[config.mk]
export PLATFORM = sky130hd
export DESIGN_NAME = alu_seq_flat
export DESIGN_NICKNAME = d
export VERILOG_FILES = /design/src/rtl/alu_pkg.sv /design/src/rtl/alu_seq_if.sv /design/src/rtl/alu_core.sv /design/src/rtl/alu_seq.sv /design/src/flat_wrapper.sv
export SDC_FILE = /design/constraint.sdc
export NUM_CORES = 1
export LEC_CHECK = 0
export ABC_CLOCK_PERIOD_IN_PS = 8100
export CORE_MARGIN = 2
export CORE_UTILIZATION = 40
export CTS_CLUSTER_SIZE = 16
export DETAILED_ROUTE_END_ITERATION = 8
export HOLD_SLACK_MARGIN = 0.06
export SLEW_MARGIN = 40
export SYNTH_ARGS = -nofsm -noshare
export SYNTH_HDL_FRONTEND = slang
export SYNTH_SLANG_ARGS = --single-unit
[constraint.sdc]
create_clock -name clk -period 8.1 [get_ports clk]
set_clock_uncertainty 0.2 [all_clocks]
set_input_delay 1.215 -clock clk [delete_from_list [all_inputs] [get_ports clk]]
set_output_delay 1.215 -clock clk [all_outputs]
set_load 0.02 [all_outputs]
[src/rtl/alu_pkg.sv]
// Shared command encodings, FSM state type and decode helper for the sequential ALU.
package alu_pkg;

    localparam logic [3:0] CMD_ADD  = 4'b0000;
    localparam logic [3:0] CMD_SUB  = 4'b0001;
    localparam logic [3:0] CMD_XOR  = 4'b0010;
    localparam logic [3:0] CMD_SLT  = 4'b0011;
    localparam logic [3:0] CMD_AND  = 4'b0100;
    localparam logic [3:0] CMD_NAND = 4'b0101;
    localparam logic [3:0] CMD_NOR  = 4'b0110;
    localparam logic [3:0] CMD_OR   = 4'b0111;
    localparam logic [3:0] CMD_MUL  = 4'b1000;
    localparam logic [3:0] CMD_SLL  = 4'b1001;
    localparam logic [3:0] CMD_SRL  = 4'b1010;
    localparam logic [3:0] CMD_SRA  = 4'b1011;

    typedef enum logic [1:0] {
        IDLE,
        EXEC,
        DONE
    } state_t;

    function automatic logic cmd_reserved(input logic [3:0] cmd);
        return cmd[3:2] == 2'b11;
    endfunction

endpackage

[src/rtl/alu_seq_if.sv]
// Operand/command and result/flag handshake bundle between the CPU pipeline and alu_seq.
interface alu_seq_if #(
    parameter int unsigned WIDTH = 32
);
    logic             in_valid;
    logic             in_ready;
    logic [WIDTH-1:0] operand_a;
    logic [WIDTH-1:0] operand_b;
    logic [3:0]       command;
    logic             out_valid;
    logic             out_ready;
    logic [WIDTH-1:0] result;
    logic             carryout;
    logic             overflow;
    logic             zero;
    logic             error;
    logic             busy;

    modport master (
        output in_valid, operand_a, operand_b, command, out_ready,
        input  in_ready, out_valid, result, carryout, overflow, zero, error, busy
    );

    modport slave (
        input  in_valid, operand_a, operand_b, command, out_ready,
        output in_ready, out_valid, result, carryout, overflow, zero, error, busy
    );
endinterface

[src/rtl/alu_core.sv]
// Combinational single-cycle ALU: add/sub/slt with ripple carry and signed overflow, plus logic ops.
module alu_core
    import alu_pkg::*;
#(
    parameter int unsigned WIDTH = 32
) (
    input  logic [WIDTH-1:0] a,
    input  logic [WIDTH-1:0] b,
    input  logic [2:0]       op,
    output logic [WIDTH-1:0] result,
    output logic             carryout,
    output logic             overflow
);

    logic             sub;
    logic [WIDTH-1:0] b_eff;
    logic [WIDTH:0]   sum;
    logic             cin_msb;
    logic             ovf;

    always_comb begin
        sub      = ({1'b0, op} == CMD_SUB) || ({1'b0, op} == CMD_SLT);
        b_eff    = sub ? ~b : b;
        sum      = {1'b0, a} + {1'b0, b_eff} + {{WIDTH{1'b0}}, sub};
        // Carry into the MSB recovered from the MSB sum bit and its two inputs.
        cin_msb  = a[WIDTH-1] ^ b_eff[WIDTH-1] ^ sum[WIDTH-1];
        ovf      = cin_msb ^ sum[WIDTH];
        result   = '0;
        carryout = 1'b0;
        overflow = 1'b0;
        case ({1'b0, op})
            CMD_ADD, CMD_SUB: begin
                result   = sum[WIDTH-1:0];
                carryout = sum[WIDTH];
                overflow = ovf;
            end
            CMD_SLT: begin
                result   = {{(WIDTH-1){1'b0}}, sum[WIDTH-1] ^ ovf};
                carryout = sum[WIDTH];
                overflow = ovf;
            end
            CMD_XOR:  result = a ^ b;
            CMD_AND:  result = a & b;
            CMD_NAND: result = ~(a & b);
            CMD_NOR:  result = ~(a | b);
            CMD_OR:   result = a | b;
            default:  result = '0;
        endcase
    end

endmodule

[src/rtl/alu_seq.sv]
// Multi-cycle ALU: single-cycle ops via alu_core, shift-add MUL and one-bit-per-cycle shifts,
// with valid/ready on both sides and registered result/flags.
module alu_seq
    import alu_pkg::*;
#(
    parameter int unsigned WIDTH = 32
) (
    input  logic     clk,
    input  logic     rst_n,
    alu_seq_if.slave bus
);

    localparam int unsigned SH_W  = $clog2(WIDTH);
    localparam int unsigned CNT_W = SH_W + 1;

    state_t             state, state_nx;
    logic [CNT_W-1:0]   cnt;
    logic [3:0]         op;
    logic [2*WIDTH-1:0] acc, mcand, acc_nx;
    logic [WIDTH-1:0]   mplier;
    logic [WIDTH-1:0]   shreg, sh_nx;
    logic               sh_out;

    logic [WIDTH-1:0]   res_q;
    logic               cy_q, ov_q, z_q, err_q;

    logic [WIDTH-1:0]   core_res;
    logic               core_cy, core_ov;

    logic               accept, finish, starts_exec, in_ready_c;
    logic [SH_W-1:0]    k_in;

    alu_core #(.WIDTH(WIDTH)) u_core (
        .a        (bus.operand_a),
        .b        (bus.operand_b),
        .op       (bus.command[2:0]),
        .result   (core_res),
        .carryout (core_cy),
        .overflow (core_ov)
    );

    assign k_in        = bus.operand_b[SH_W-1:0];
    assign starts_exec = (bus.command == CMD_MUL) ||
                         ((bus.command[3:2] == 2'b10) && (k_in != '0));

    always_comb begin
        state_nx   = state;
        accept     = 1'b0;
        finish     = 1'b0;
        in_ready_c = 1'b0;
        case (state)
            IDLE: begin
                in_ready_c = 1'b1;
                accept     = bus.in_valid;
            end
            EXEC: begin
                if (cnt == CNT_W'(1)) begin
                    finish   = 1'b1;
                    state_nx = DONE;
                end
            end
            DONE: begin
                in_ready_c = bus.out_ready;
                if (bus.out_ready) begin
                    if (bus.in_valid) accept = 1'b1;
                    else state_nx = IDLE;
                end
            end
            default: state_nx = IDLE;
        endcase
        if (accept) state_nx = starts_exec ? EXEC : DONE;
        if (!rst_n) in_ready_c = 1'b0;
    end

    always_comb begin
        acc_nx = acc + (mplier[0] ? mcand : '0);
        sh_nx  = shreg;
        sh_out = 1'b0;
        case (op[1:0])
            2'b01: begin sh_nx = {shreg[WIDTH-2:0], 1'b0};          sh_out = shreg[WIDTH-1]; end
            2'b10: begin sh_nx = {1'b0, shreg[WIDTH-1:1]};          sh_out = shreg[0];       end
            2'b11: begin sh_nx = {shreg[WIDTH-1], shreg[WIDTH-1:1]}; sh_out = shreg[0];       end
            default: ;
        endcase
    end

    always_ff @(posedge clk) begin
        if (!rst_n) begin
            state  <= IDLE;
            cnt    <= '0;
            op     <= '0;
            acc    <= '0;
            mcand  <= '0;
            mplier <= '0;
            shreg  <= '0;
            res_q  <= '0;
            cy_q   <= 1'b0;
            ov_q   <= 1'b0;
            z_q    <= 1'b0;
            err_q  <= 1'b0;
        end else begin
            state <= state_nx;
            if (accept) begin
                op <= bus.command;
                if (!bus.command[3]) begin
                    res_q <= core_res;
                    cy_q  <= core_cy;
                    ov_q  <= core_ov;
                    z_q   <= (core_res == '0);
                    err_q <= 1'b0;
                end else if (cmd_reserved(bus.command)) begin
                    res_q <= '0;
                    cy_q  <= 1'b0;
                    ov_q  <= 1'b0;
                    z_q   <= 1'b1;
                    err_q <= 1'b1;
                end else if (bus.command == CMD_MUL) begin
                    acc    <= '0;
                    mcand  <= {{WIDTH{1'b0}}, bus.operand_a};
                    mplier <= bus.operand_b;
                    cnt    <= CNT_W'(WIDTH);
                end else begin
                    shreg <= bus.operand_a;
                    cnt   <= {1'b0, k_in};
                    if (k_in == '0) begin
                        res_q <= bus.operand_a;
                        cy_q  <= 1'b0;
                        ov_q  <= 1'b0;
                        z_q   <= (bus.operand_a == '0);
                        err_q <= 1'b0;
                    end
                end
            end else if (state == EXEC) begin
                cnt <= cnt - CNT_W'(1);
                if (op == CMD_MUL) begin
                    acc    <= acc_nx;
                    mcand  <= mcand << 1;
                    mplier <= mplier >> 1;
                end else begin
                    shreg <= sh_nx;
                end
                if (finish) begin
                    ov_q  <= 1'b0;
                    err_q <= 1'b0;
                    if (op == CMD_MUL) begin
                        res_q <= acc_nx[WIDTH-1:0];
                        cy_q  <= |acc_nx[2*WIDTH-1:WIDTH];
                        z_q   <= (acc_nx[WIDTH-1:0] == '0);
                    end else begin
                        res_q <= sh_nx;
                        cy_q  <= sh_out;
                        z_q   <= (sh_nx == '0);
                    end
                end
            end
        end
    end

    assign bus.in_ready  = in_ready_c;
    assign bus.out_valid = (state == DONE);
    assign bus.busy      = (state == EXEC);
    assign bus.result    = res_q;
    assign bus.carryout  = cy_q;
    assign bus.overflow  = ov_q;
    assign bus.zero      = z_q;
    assign bus.error     = err_q;

endmodule

[src/flat_wrapper.sv]
// flat-port wrapper written by rule: the top's interface ports become plain ports
module alu_seq_flat import alu_pkg::*;
#(
    parameter int unsigned WIDTH = 32
)
  (clk, rst_n, bus_in_valid, bus_operand_a, bus_operand_b, bus_command, bus_out_ready, bus_in_ready, bus_out_valid, bus_result, bus_carryout, bus_overflow, bus_zero, bus_error, bus_busy);
  alu_seq_if #(.WIDTH(WIDTH)) bus_i ();
  input  logic clk;
  input  logic rst_n;
  input wire logic [$bits(bus_i.in_valid)-1:0] bus_in_valid;
  input wire logic [$bits(bus_i.operand_a)-1:0] bus_operand_a;
  input wire logic [$bits(bus_i.operand_b)-1:0] bus_operand_b;
  input wire logic [$bits(bus_i.command)-1:0] bus_command;
  input wire logic [$bits(bus_i.out_ready)-1:0] bus_out_ready;
  output wire logic [$bits(bus_i.in_ready)-1:0] bus_in_ready;
  output wire logic [$bits(bus_i.out_valid)-1:0] bus_out_valid;
  output wire logic [$bits(bus_i.result)-1:0] bus_result;
  output wire logic [$bits(bus_i.carryout)-1:0] bus_carryout;
  output wire logic [$bits(bus_i.overflow)-1:0] bus_overflow;
  output wire logic [$bits(bus_i.zero)-1:0] bus_zero;
  output wire logic [$bits(bus_i.error)-1:0] bus_error;
  output wire logic [$bits(bus_i.busy)-1:0] bus_busy;
  assign bus_i.in_valid = bus_in_valid;
  assign bus_i.operand_a = bus_operand_a;
  assign bus_i.operand_b = bus_operand_b;
  assign bus_i.command = bus_command;
  assign bus_i.out_ready = bus_out_ready;
  assign bus_in_ready = bus_i.in_ready;
  assign bus_out_valid = bus_i.out_valid;
  assign bus_result = bus_i.result;
  assign bus_carryout = bus_i.carryout;
  assign bus_overflow = bus_i.overflow;
  assign bus_zero = bus_i.zero;
  assign bus_error = bus_i.error;
  assign bus_busy = bus_i.busy;
  alu_seq #(.WIDTH(WIDTH)) u_core (.clk(clk), .rst_n(rst_n), .bus(bus_i));
endmodule
### Word-level counts from Yosys, hierarchy flattened

Cells that the tools add are included.

| operators by class | value |
|---|---|
| add/subtract/negate cells | 4 |
| $mul | 0 |
| divide/modulo/power cells | 0 |
| magnitude comparators | 0 |
| eq/ne operators | 28 |
| shift-type cells | 0 |
| muxes and demuxes | 80 |
| bitwise operators | 10 |
| reduce and logical (&&, ||, !) cells | 23 |

Operators by type and width:

| cell | number |
|---|---|
| $mux W64 | 13 |
| $mux W32 | 21 |
| $pmux W32 S7 | 1 |
| $logic_not A32 Y1 | 4 |
| $not A32 Y32 | 3 |
| $pmux W32 S3 | 1 |
| $add A64 B64 Y64 | 1 |
| $add A32 B32 Y33 | 1 |
| $add A33 B1 Y33 | 1 |
| $and A32 B32 Y32 | 1 |
| $or A32 B32 Y32 | 1 |
| $reduce_or A32 Y1 | 1 |
| $xor A32 B32 Y32 | 1 |
| $mux W1 | 30 |
| $mux W6 | 5 |
| $eq A3 B3 Y1 const B | 4 |
| $eq A2 B2 Y1 const B | 5 |
| $mux W2 | 5 |
| $reduce_and A5 Y1 | 2 |
| $eq A4 B4 Y1 const B | 2 |
| $ne A2 B2 Y1 const B | 4 |
| $ne A4 B4 Y1 const B | 2 |
| $reduce_and A4 Y1 | 2 |
| $eq A3 B2 Y1 const B | 2 |
| other kinds (20) | 32 |

| storage, ports and cells | value |
|---|---|
| register bits | 240 |
| bits in latches | 0 |
| RAM bits | 0 |
| memory bits (read-only) | 0 |
| bits of input ports | 72 |
| output and inout bits | 39 |
| logic and storage cells | 157 |
| memories kept | 0 |

### Logic depth before layout (Yosys ltp)

Gate-level depths: netlist of run 1.

| depth | value |
|---|---|
| depth in word-level cells | 12 |
| gate-level depth with buffers | 22 |

### Modules after synthesis

A second synthesis of run 1 with hierarchy kept.

| unflattened totals | value |
|---|---|
| cell total of the unflattened synthesis | 2,804 |
| area total of the unflattened synthesis | 20,492.2 um2 |

Modules (own cells, without submodules):

| module | instances | cells an instance | area an instance (um2) | seq. area each (um2) |
|---|---|---|---|---|
| alu_seq | 1 | 2,191 | 16,056.6 | 4,804.6 |
| alu_core | 1 | 613 | 4,435.5 | 0.0 |

### Worst setup path after synthesis of run 1

No wires, ideal clock.

| timing path | value |
|---|---|
| path kind | input -> register |
| start point | input port bus_command[0] |
| end point | register u_core.z_q (netlist: u_core.bus.zero) |
| data arrival time | 6.056 ns |
| data required time | 7.842 ns |
| slack | 1.787 ns |
| cell stages on the path | 21 |
| path through | clkbuf_1 buf_2 buf_2 clkbuf_1 buf_1 buf_2 nand2_1 buf_1 xnor2_1 fa_1 a21oi_1 o211ai_1 a31oi_1 o31ai_1 xnor2_1 a21oi_1 or4_1 nor4b_1 nor4bb_1 and4b_1 a211o_1 |

| on the way | value |
|---|---|
| longest elaborated chain between the ends | 12 |

Ends and longest elaborated chain:

| what | line | source |
|---|---|---|
| start, declared | flat_wrapper.sv:13 | `input wire logic [$bits(bus_i.command)-1:0] bus_command;` |
| $eq A3 B1 Y1 / $eq A3 B2 Y1 (equally long branches) | alu_core.sv:22, alu_core.sv:31 |  |
| $logic_or A1 B1 Y1 | alu_core.sv:22 | `sub = ({1'b0, op} == CMD_SUB) \|\| ({1'b0, op} == CMD_SLT);` |
| $mux W32 | alu_core.sv:23 | `b_eff = sub ? ~b : b;` |
| $add A32 B32 Y33 | alu_core.sv:24 | `sum = {1'b0, a} + {1'b0, b_eff} + {{WIDTH{1'b0}}, sub};` |
| $add A33 B1 Y33 | alu_core.sv:24 |  |
| $xor A1 B1 Y1 | alu_core.sv:26 | `cin_msb = a[WIDTH-1] ^ b_eff[WIDTH-1] ^ sum[WIDTH-1];` |
| $xor A1 B1 Y1 | alu_core.sv:27 | `ovf = cin_msb ^ sum[WIDTH];` |
| $xor A1 B1 Y1 | alu_core.sv:38 | `result = {{(WIDTH-1){1'b0}}, sum[WIDTH-1] ^ ovf};` |
| $pmux W32 S7 | alu_core.sv:31 | `case ({1'b0, op})` |
| $logic_not A32 Y1 | alu_seq.sv:109 | `z_q <= (core_res == '0);` |
| $mux W1 | alu_seq.sv:105 | `if (!bus.command[3]) begin` |
| $mux W1 | alu_seq.sv:103 | `if (accept) begin` |
| end signal, assigned | alu_seq.sv:109 |  |
| end signal, assigned | alu_seq.sv:129 | `z_q <= (bus.operand_a == '0);` |
| end signal, assigned | alu_seq.sv:148 | `z_q <= (acc_nx[WIDTH-1:0] == '0);` |
| end, declared | alu_seq.sv:25 | `logic cy_q, ov_q, z_q, err_q;` |

Parallel ways exist; a longest one is shown, timed or not.
A chain may end at the register's enable or synchronous reset.

### Worst setup path after layout of run 1

| timing path | value |
|---|---|
| start point | input port bus_command[2] |
| end point | register u_core.z_q (netlist: u_core.bus.zero) |

Same word-level chain as after synthesis.

==> results of run 1 <==
-- sequential cells by signal, indices dropped and copies added, names as in the netlist --
name,count
u_core.acc,64
u_core.bus.error,1
u_core.bus.zero,1
u_core.mcand,64
u_core.state,2
u_core.bus.carryout,1
u_core.cnt,6
u_core.mplier,32
u_core.shreg,32
u_core.bus.overflow,1
u_core.bus.result,32
u_core.op,4
-- worst reg2reg max path: cells and delay by family, from the launching register on --
family	cells	cell delay, ns
buffers and inverters	2	0.67
AO/OA/AOI/OAI	3	0.78
XOR/XNOR	1	0.19
flip-flops	1	0.42
AND/OR/NAND/NOR	8	2.65
adder cells (fa/ha/maj)	1	0.32
-- layout make-up --
type	count	share of cell area
multi-input combinational	2137	0.632
sequential	240	0.209
timing repair buffer	140	0.0593
clock buffer	44	0.0385
tap	672	0.0366
inverter	82	0.0134
clock inverter	13	0.0109
antenna	1	0.000109
-- path summary, 6_finish.rpt --
| kind | from | to | slack, ns | depth (start not counted) |
|---|---|---|---|---|
| max | bus_command[2] | u_core.bus.zero | 2.32 | 17 |
| min | u_core.mplier[31] | u_core.mplier[31] | 0.27 | 2 |
| max reg2reg | u_core.mplier[0] | u_core.bus.carryout | 2.75 | 15 |
| min reg2reg | u_core.mplier[31] | u_core.mplier[31] | 0.27 | 2 |
-- cell usage in the layout (no fill, tap or decap), types with 44 or more instances in the layout --
cell type / synthesis / routed
nand2_1: 273 / 271
a21oi_1: 249 / 249
dfxtp_1: 240 / 238
ha_1: 160 / 160
o21ai_0: 156 / 156
nor2_1: 123 / 121
nor2b_1: 109 / 109
clkdlybuf4s50_1: 0 / 106
a22oi_1: 96 / 96
xnor2_1: 90 / 90
and2_1: 84 / 84
inv_1: 80 / 80
o211a_1: 66 / 66
nand3_1: 61 / 61
o211ai_1: 60 / 60
mux2i_1: 60 / 60
a21o_1: 44 / 44
-- power by group through the flow --
| stage | Sequential, mW | Clock [mW] | Combinational, mW |
|---|---|---|---|
| after global placement | 1.29 | 0 | 0.821 |
| after global routing | 1.27 | 1.65 | 0.920 |
| after floorplan | 1.29 | 0 | 0.533 |
| final | 1.27 | 1.56 | 0.850 |
| after detailed placement | 1.29 | 0 | 0.830 |
| after CTS | 1.26 | 1.60 | 0.835 |
-- routing by layer --
metal	part of all wire	up-vias	global-route usage
met5	0	-	0
met4	0.026	0	0.0737
li1	-	9699	-
met2	0.45	588	0.413
met1	0.47	9879	0.356
met3	0.053	105	0.0321
-- per-stage QoR --
stage	instances	total power, mW	hold slack (ns)	setup slack [ns]
2_1_floorplan	2655	1.83	0.241	1.79
3_3_place_gp	3268	2.11	0.261	1.63
3_5_place_dp	3269	2.12	0.264	1.63
4_1_cts	3326	3.70	0.272	2.26
5_1_grt	3329	3.84	0.292	1.96
6_report	3329	3.68	0.268	2.32
-- kinds of logic after synthesis --
logic type,count (synthesis),synth area share
AO/OA/AOI/OAI,925,0.309
XOR/XNOR,119,0.0513
adder cells (fa/ha/maj),162,0.100
buffers and inverters,278,0.0523
flip-flops,240,0.236
multiplexers,63,0.0312
AND/OR/NAND/NOR,868,0.219
==> results.txt, run 1 <==
- Setup repair after global routing left no endpoint under its margin.
* Post-cts gate resize count: 0
* Number of clock buffers inserted by TritonCTS: 31
- The initial antenna violation count is 1.
- Main area contributors after synthesis: dfxtp_1 24%, ha_1 9.8%, a21oi_1 6.1%, nand2_1 5.0%, xnor2_1 3.9%
* Worst Path Required: 8.46 ns
- #FFs+latches synth: 240
* Remaining routing DRC violations: 0
- Count of routing violations after the opening detailed-route iteration: about 1800
* Max-slew violations: 0
* RePlAce Congestion: 0.948
- Area taken by flip-flops and latches: 4810 sq um
- The number of global-route vias before repair was 19300.
* Setup-failing EPs final: 0
- The critical path goes through buf_2 > clkinv_1 > buf_4 > nand2_4 > xnor2_1 > fa_1 > a21oi_1 > o211ai_1 > a31oi_1 > o31ai_1 > xnor2_1 > a21oi_1 > or4_1 > nor4b_1 > nor4bb_1 > and4b_1 > a211o_1.
- In this run the count of I/O pins placed on the die edge is 111.
- Fin nets: 2866
- After synthesis, the mean cell area works out to 7.66 sq um.
* Overflow after GRT: 0
- The detail route stage leaves a number of antenna-violating nets equal to 0.
- Worst vdd rail ir drop: 0.000178 V
* Power Density: ~160 nW/um^2
- Broken down by cell family, the worst path's largest delay share belongs to simple AND/OR/NAND/NOR gates.
- Overall Global Routing Usage: 0.256
- Layout area overhead: 13.1%
* Number of input and output port buffers inserted: 110
* Via-per-instance ratio: 6.09
* Total count of hold-check failures in the final report: 0
- Wires add up to 69.9 mm.
- The critical path is of the in -> reg type.
- The tree is rooted in a clkbuf_16.
- Std-Cell Core Area: roughly 50000 sq um
- Layout cell share with drive strength beyond 1: 0.0459
* Post-DP Area: 21800 sq um
- In the final routed layout, each cell accounts on average for 21.0 um.
- Data arrival time of the critical path: 6.14 ns
* Pin count of the biggest net entering global routing: 120
* WP buf/inv: 3
- Tmin final: 5.78 ns
* Switching power share of the total: 0.314
* Die X: 229 um
- Number of clock sinks: 240
- Summed over all failing endpoints, the final setup total negative slack is 0 ns.
- Among all flip-flop cells after synthesis, the most frequent one is dfxtp_1.
* Worst Setup Start Kind: input port
- Among all stages on the critical path, the largest delay is contributed by nor4b_1.
* Post-DP HPWL: 50.8 mm
- Of the post-synthesis cell area, the dominant cell type holds 0.236.
* P_sw: 1.15 mW
- Combinational share of power: 0.231
- The share of total power dissipated in the clock network is 0.425.
* Unique masters post-synth: 85
- Die area: 52600 sq um
* Worst rel slew slack: 0.427
* Area leader, netlist: dfxtp_1
- Clock Pin Slew Worst Setup and Hold Paths: 0.06 ns
- The initial utilization of the core area, before any placement, comes to 0.405.
- After clock tree synthesis, the flow added hold-fix buffers numbering 0.
- For the pin with the worst max-slew slack, the measured transition is approximately 0.86 ns.
* Power share of the sequential group: 0.344
- Warnings, synthesis: 0
- The later pin in the worst-skew pair is clocked with a latency of 0.61 ns.
- For this run, asynchronously set or reset flops after synthesis account for 0.
- The multi-input combinational cells in the finished layout cover a total of 14500 sq um.
* Clock tree from TritonCTS: built
- Most frequently used cell type in the post-synthesis netlist: nand2_1
- Combined area of all synthesized cells: 20300 sq um
- Buffer count from post-CTS setup fixing: 0
- Max Buffers Root-to-Sink: 3
- Max-cap violations in this run came to 0.
- Timing would allow up to 0.173 GHz.
* Vias after detailed routing: 20300
* Delay of the slowest cell on the worst path: 0.57 ns
* Net count after synthesis: 2889
* Biggest fanout along the worst timing path: 31
- Static leakage power: 9.57 nW
- In this run the number of H-tree levels came out at 1.
* Kind of end point of the critical path: register
- After routing the design area is 23000 sq um.
- Number of synthesized flops with an enable pin: 0
* Floorplan row count: 82
* Die Height: around 230 um
* Outcome: finished clean
- For this run, the register share of the synthesized area comes to 0.236.
- Number of detailed-route iterations in the first pass: 6
* Fraction of the cycle the final worst path needs: 0.714
- Global-route wire length before repair: 110 mm
- Measured on the finished design, the core utilization comes to 0.458.
* Design internal power: 2.53 mW
- The worst hold path belongs to the class reg -> reg.
- Count of mapped cells out of synthesis: 2655
- Fill cell count: 4995
- Top post-synthesis cells by count: 273 x nand2_1, 249 x a21oi_1, 240 x dfxtp_1
(Power assumes the default switching activity.)
==> inputs of run 2 (changes only) <==
--- a/config.mk
+++ b/config.mk
@@ -5,7 +5,7 @@
 export SDC_FILE = /design/constraint.sdc
 export NUM_CORES = 1
 export LEC_CHECK = 0
-export ABC_CLOCK_PERIOD_IN_PS = 8100
+export ABC_CLOCK_PERIOD_IN_PS = 5650
 export CORE_MARGIN = 2
 export CORE_UTILIZATION = 40
 export CTS_CLUSTER_SIZE = 16
==> constraint.sdc (replaced) <==
create_clock -name clk -period 5.65 [get_ports clk]
set_clock_uncertainty 0.2 [all_clocks]
set_input_delay 0.8475 -clock clk [delete_from_list [all_inputs] [get_ports clk]]
set_output_delay 0.8475 -clock clk [all_outputs]
set_load 0.02 [all_outputs]
==> run 2 against run 1 <==
Net effect: worst setup slack worse by 1.9 ns; sequential cell count stayed put; global-route usage is 0.068 points higher; total power is 41% higher; sequential power is 43% higher; first-iteration DRC count is 5.2% higher; final cell count is 0.78% higher; register-to-register slack worse by 2.3 ns; design area is 0.58% higher; combinational power is 45% higher.
==> results.txt, run 2 (synthesis gave the netlist of run 1 again) <==
- Overflow after GRT: 0
- Leaving out fill and tap cells, the most frequent cell in the layout is nand2_1.
- Overall power consumption after layout is estimated at 5.17 mW.
- The hold violation total from the final report was 0.
* Floorplan row count: about 80
- The finished layout holds about 3400 standard cells, fillers aside.
- Hold Worst Slack: 0.278 ns
- RePlAce Congestion: 0.963
* Layout area overhead: 13.7%
* Number of cells after detailed placement: 3299
* Number of clock buffers inserted by TritonCTS: 31
- In this run the number of H-tree levels came out at 1.
- The run finished with clean final reports.
- Class of the tightest hold or removal check: reg -> reg
* Total wire length after detailed routing: 69.7 mm
- The later pin in the worst-skew pair is clocked with a latency of 0.59 ns.
* Overall Global Routing Usage: 0.257
- Post-DP Area: 22000 sq um
- Using the TritonRoute via totals, the vias-per-cell ratio works out to 6.06.
- The pre-antenna-repair detailed-routing pass consisted of 6 iterations.
* Vias after detailed routing: 20300
- In this run the worst path has a maximum fanout of 5.
- The worst setup path is launched from an input port.
* Count of maximum capacitance violations: 0
- Kind of end point of the critical path: register
* Number of clock sinks: 240
- WS Path Type: in -> reg
- Data arrival time of the critical path: between 5 and 6 ns
- Initial core utilization: 0.405
* Count of boundary I/O pins: 111
- 0 antenna diodes ended up in the layout.
- IR analysis of the VDD net gives a maximum drop of 0.000231 V.
* Static leakage power: 9.68 nW
- After layout, the worst setup slack is around 0.42 ns.
- Largest registers in the final layout: u_core.acc: 64 flops, u_core.mcand: 64 flops
- The number of pins with negative max-slew slack in the final report is 0.
- The number of global-route vias before repair came to ~19000.
* Actual slew at the worst max-slew pin: 0.825 ns
* Fin nets: a little under 3000
* Setup repair after global routing missed its margin: no
* Std-Cell Core Area: about 50000 sq um
- Hold buffers post-CTS: 0
- Tmin final: 5.23 ns
- Sum of negative setup slack: 0 ns
- Data on the critical path is required at its endpoint by 5.99 ns.
- In this run the remaining antenna-violating nets after routing total 0.
- Dividing total power by cell area gives a power density of 224 nW/um^2.
- Fmax achieved: roughly 0.19 GHz
- Layout cell share with drive strength beyond 1: 0.0578
- From bottom edge to top edge, the die measures 229 um.
* Pin count of the biggest net entering global routing: 115
- Clock Pin Slew Worst Setup and Hold Paths: 0.06 ns
- Initial antenna violation count: 0
* Buffer count from post-CTS setup fixing: 0
- After routing the design area is 23100 sq um.
- Die area: between 50000 and 60000 sq um
- The top cell types in the final layout, fill and taps aside, are 271 x nand2_1, 249 x a21oi_1, 237 x dfxtp_1.
- The tree is rooted in a clkbuf_16.
* Count of routing violations after the opening detailed-route iteration: 1903
* Post-cts gate resize count: 0
* Final core utilization: 0.461
- Max Buffers Root-to-Sink: 3
* Remaining routing DRC violations: 0
* Die X: about 230 um
- Clock tree from TritonCTS: built
- Detailed-route wire length per cell: 20.8 um
* Worst rel slew slack: 0.445
* Fraction of the cycle the final worst path needs: 0.926
- In this run the tool buffered the top-level ports with 110 buffer cells.
- Setup violations remaining at the end of the flow were counted as 0.
- The first global-routing pass estimated 110 mm of wire.
- Pre-CTS worst setup slack: 0.0316 ns
- The wire-length estimate of the detail-placed layout is 51.6 mm.
-- run 2: critical path, stage by stage --
cell             delay, ns
clkdlybuf4s50_1       0.53
or3b_2                0.54
o21ai_0               0.13
fa_1                  0.26
a21oi_1               0.10
o211ai_1              0.45
a31oi_1               0.25
o31ai_1               0.43
xnor2_1               0.18
a21oi_1               0.11
or4_1                 0.57
nor4b_1               0.50
nor4bb_1              0.33
and4b_1               0.24
a211o_1               0.11
-- run 2: layer usage --
layer / GRT usage / part of all wire / up-vias
li1: - / - / 9756
met1: 0.351 / 0.46 / 9777
met2: 0.411 / 0.45 / 687
met3: 0.0355 / 0.062 / 122
met4: 0.0901 / 0.034 / 0
met5: 0 / 0 / -
-- run 2: area by class of cell --
class | instances | area [sq um]
clock buffer | 43 | 911
tap | 672 | 841
sequential | 240 | 4810
multi-input combinational | 2137 | 14500
inverter | 82 | 308
fill | 5055 | 27000
timing repair buffer | 168 | 1560
clock inverter | 13 | 170
-- run 2: final timing paths --
check                    startpoint                  end  slack, ns  cells past startpoint
setup / recovery   bus_operand_b[0]      u_core.bus.zero       0.42                     15
hold reg to reg   u_core.mplier[31]    u_core.mplier[31]       0.28                      2
hold / removal    u_core.mplier[31]    u_core.mplier[31]       0.28                      2
setup reg to reg   u_core.mplier[0]  u_core.bus.carryout       0.43                     14
-- run 2: power breakdown --
group	switching, mW	internal [mW]
combinational	0.755	0.479
sequential	0.0635	1.76
clock	0.824	1.29
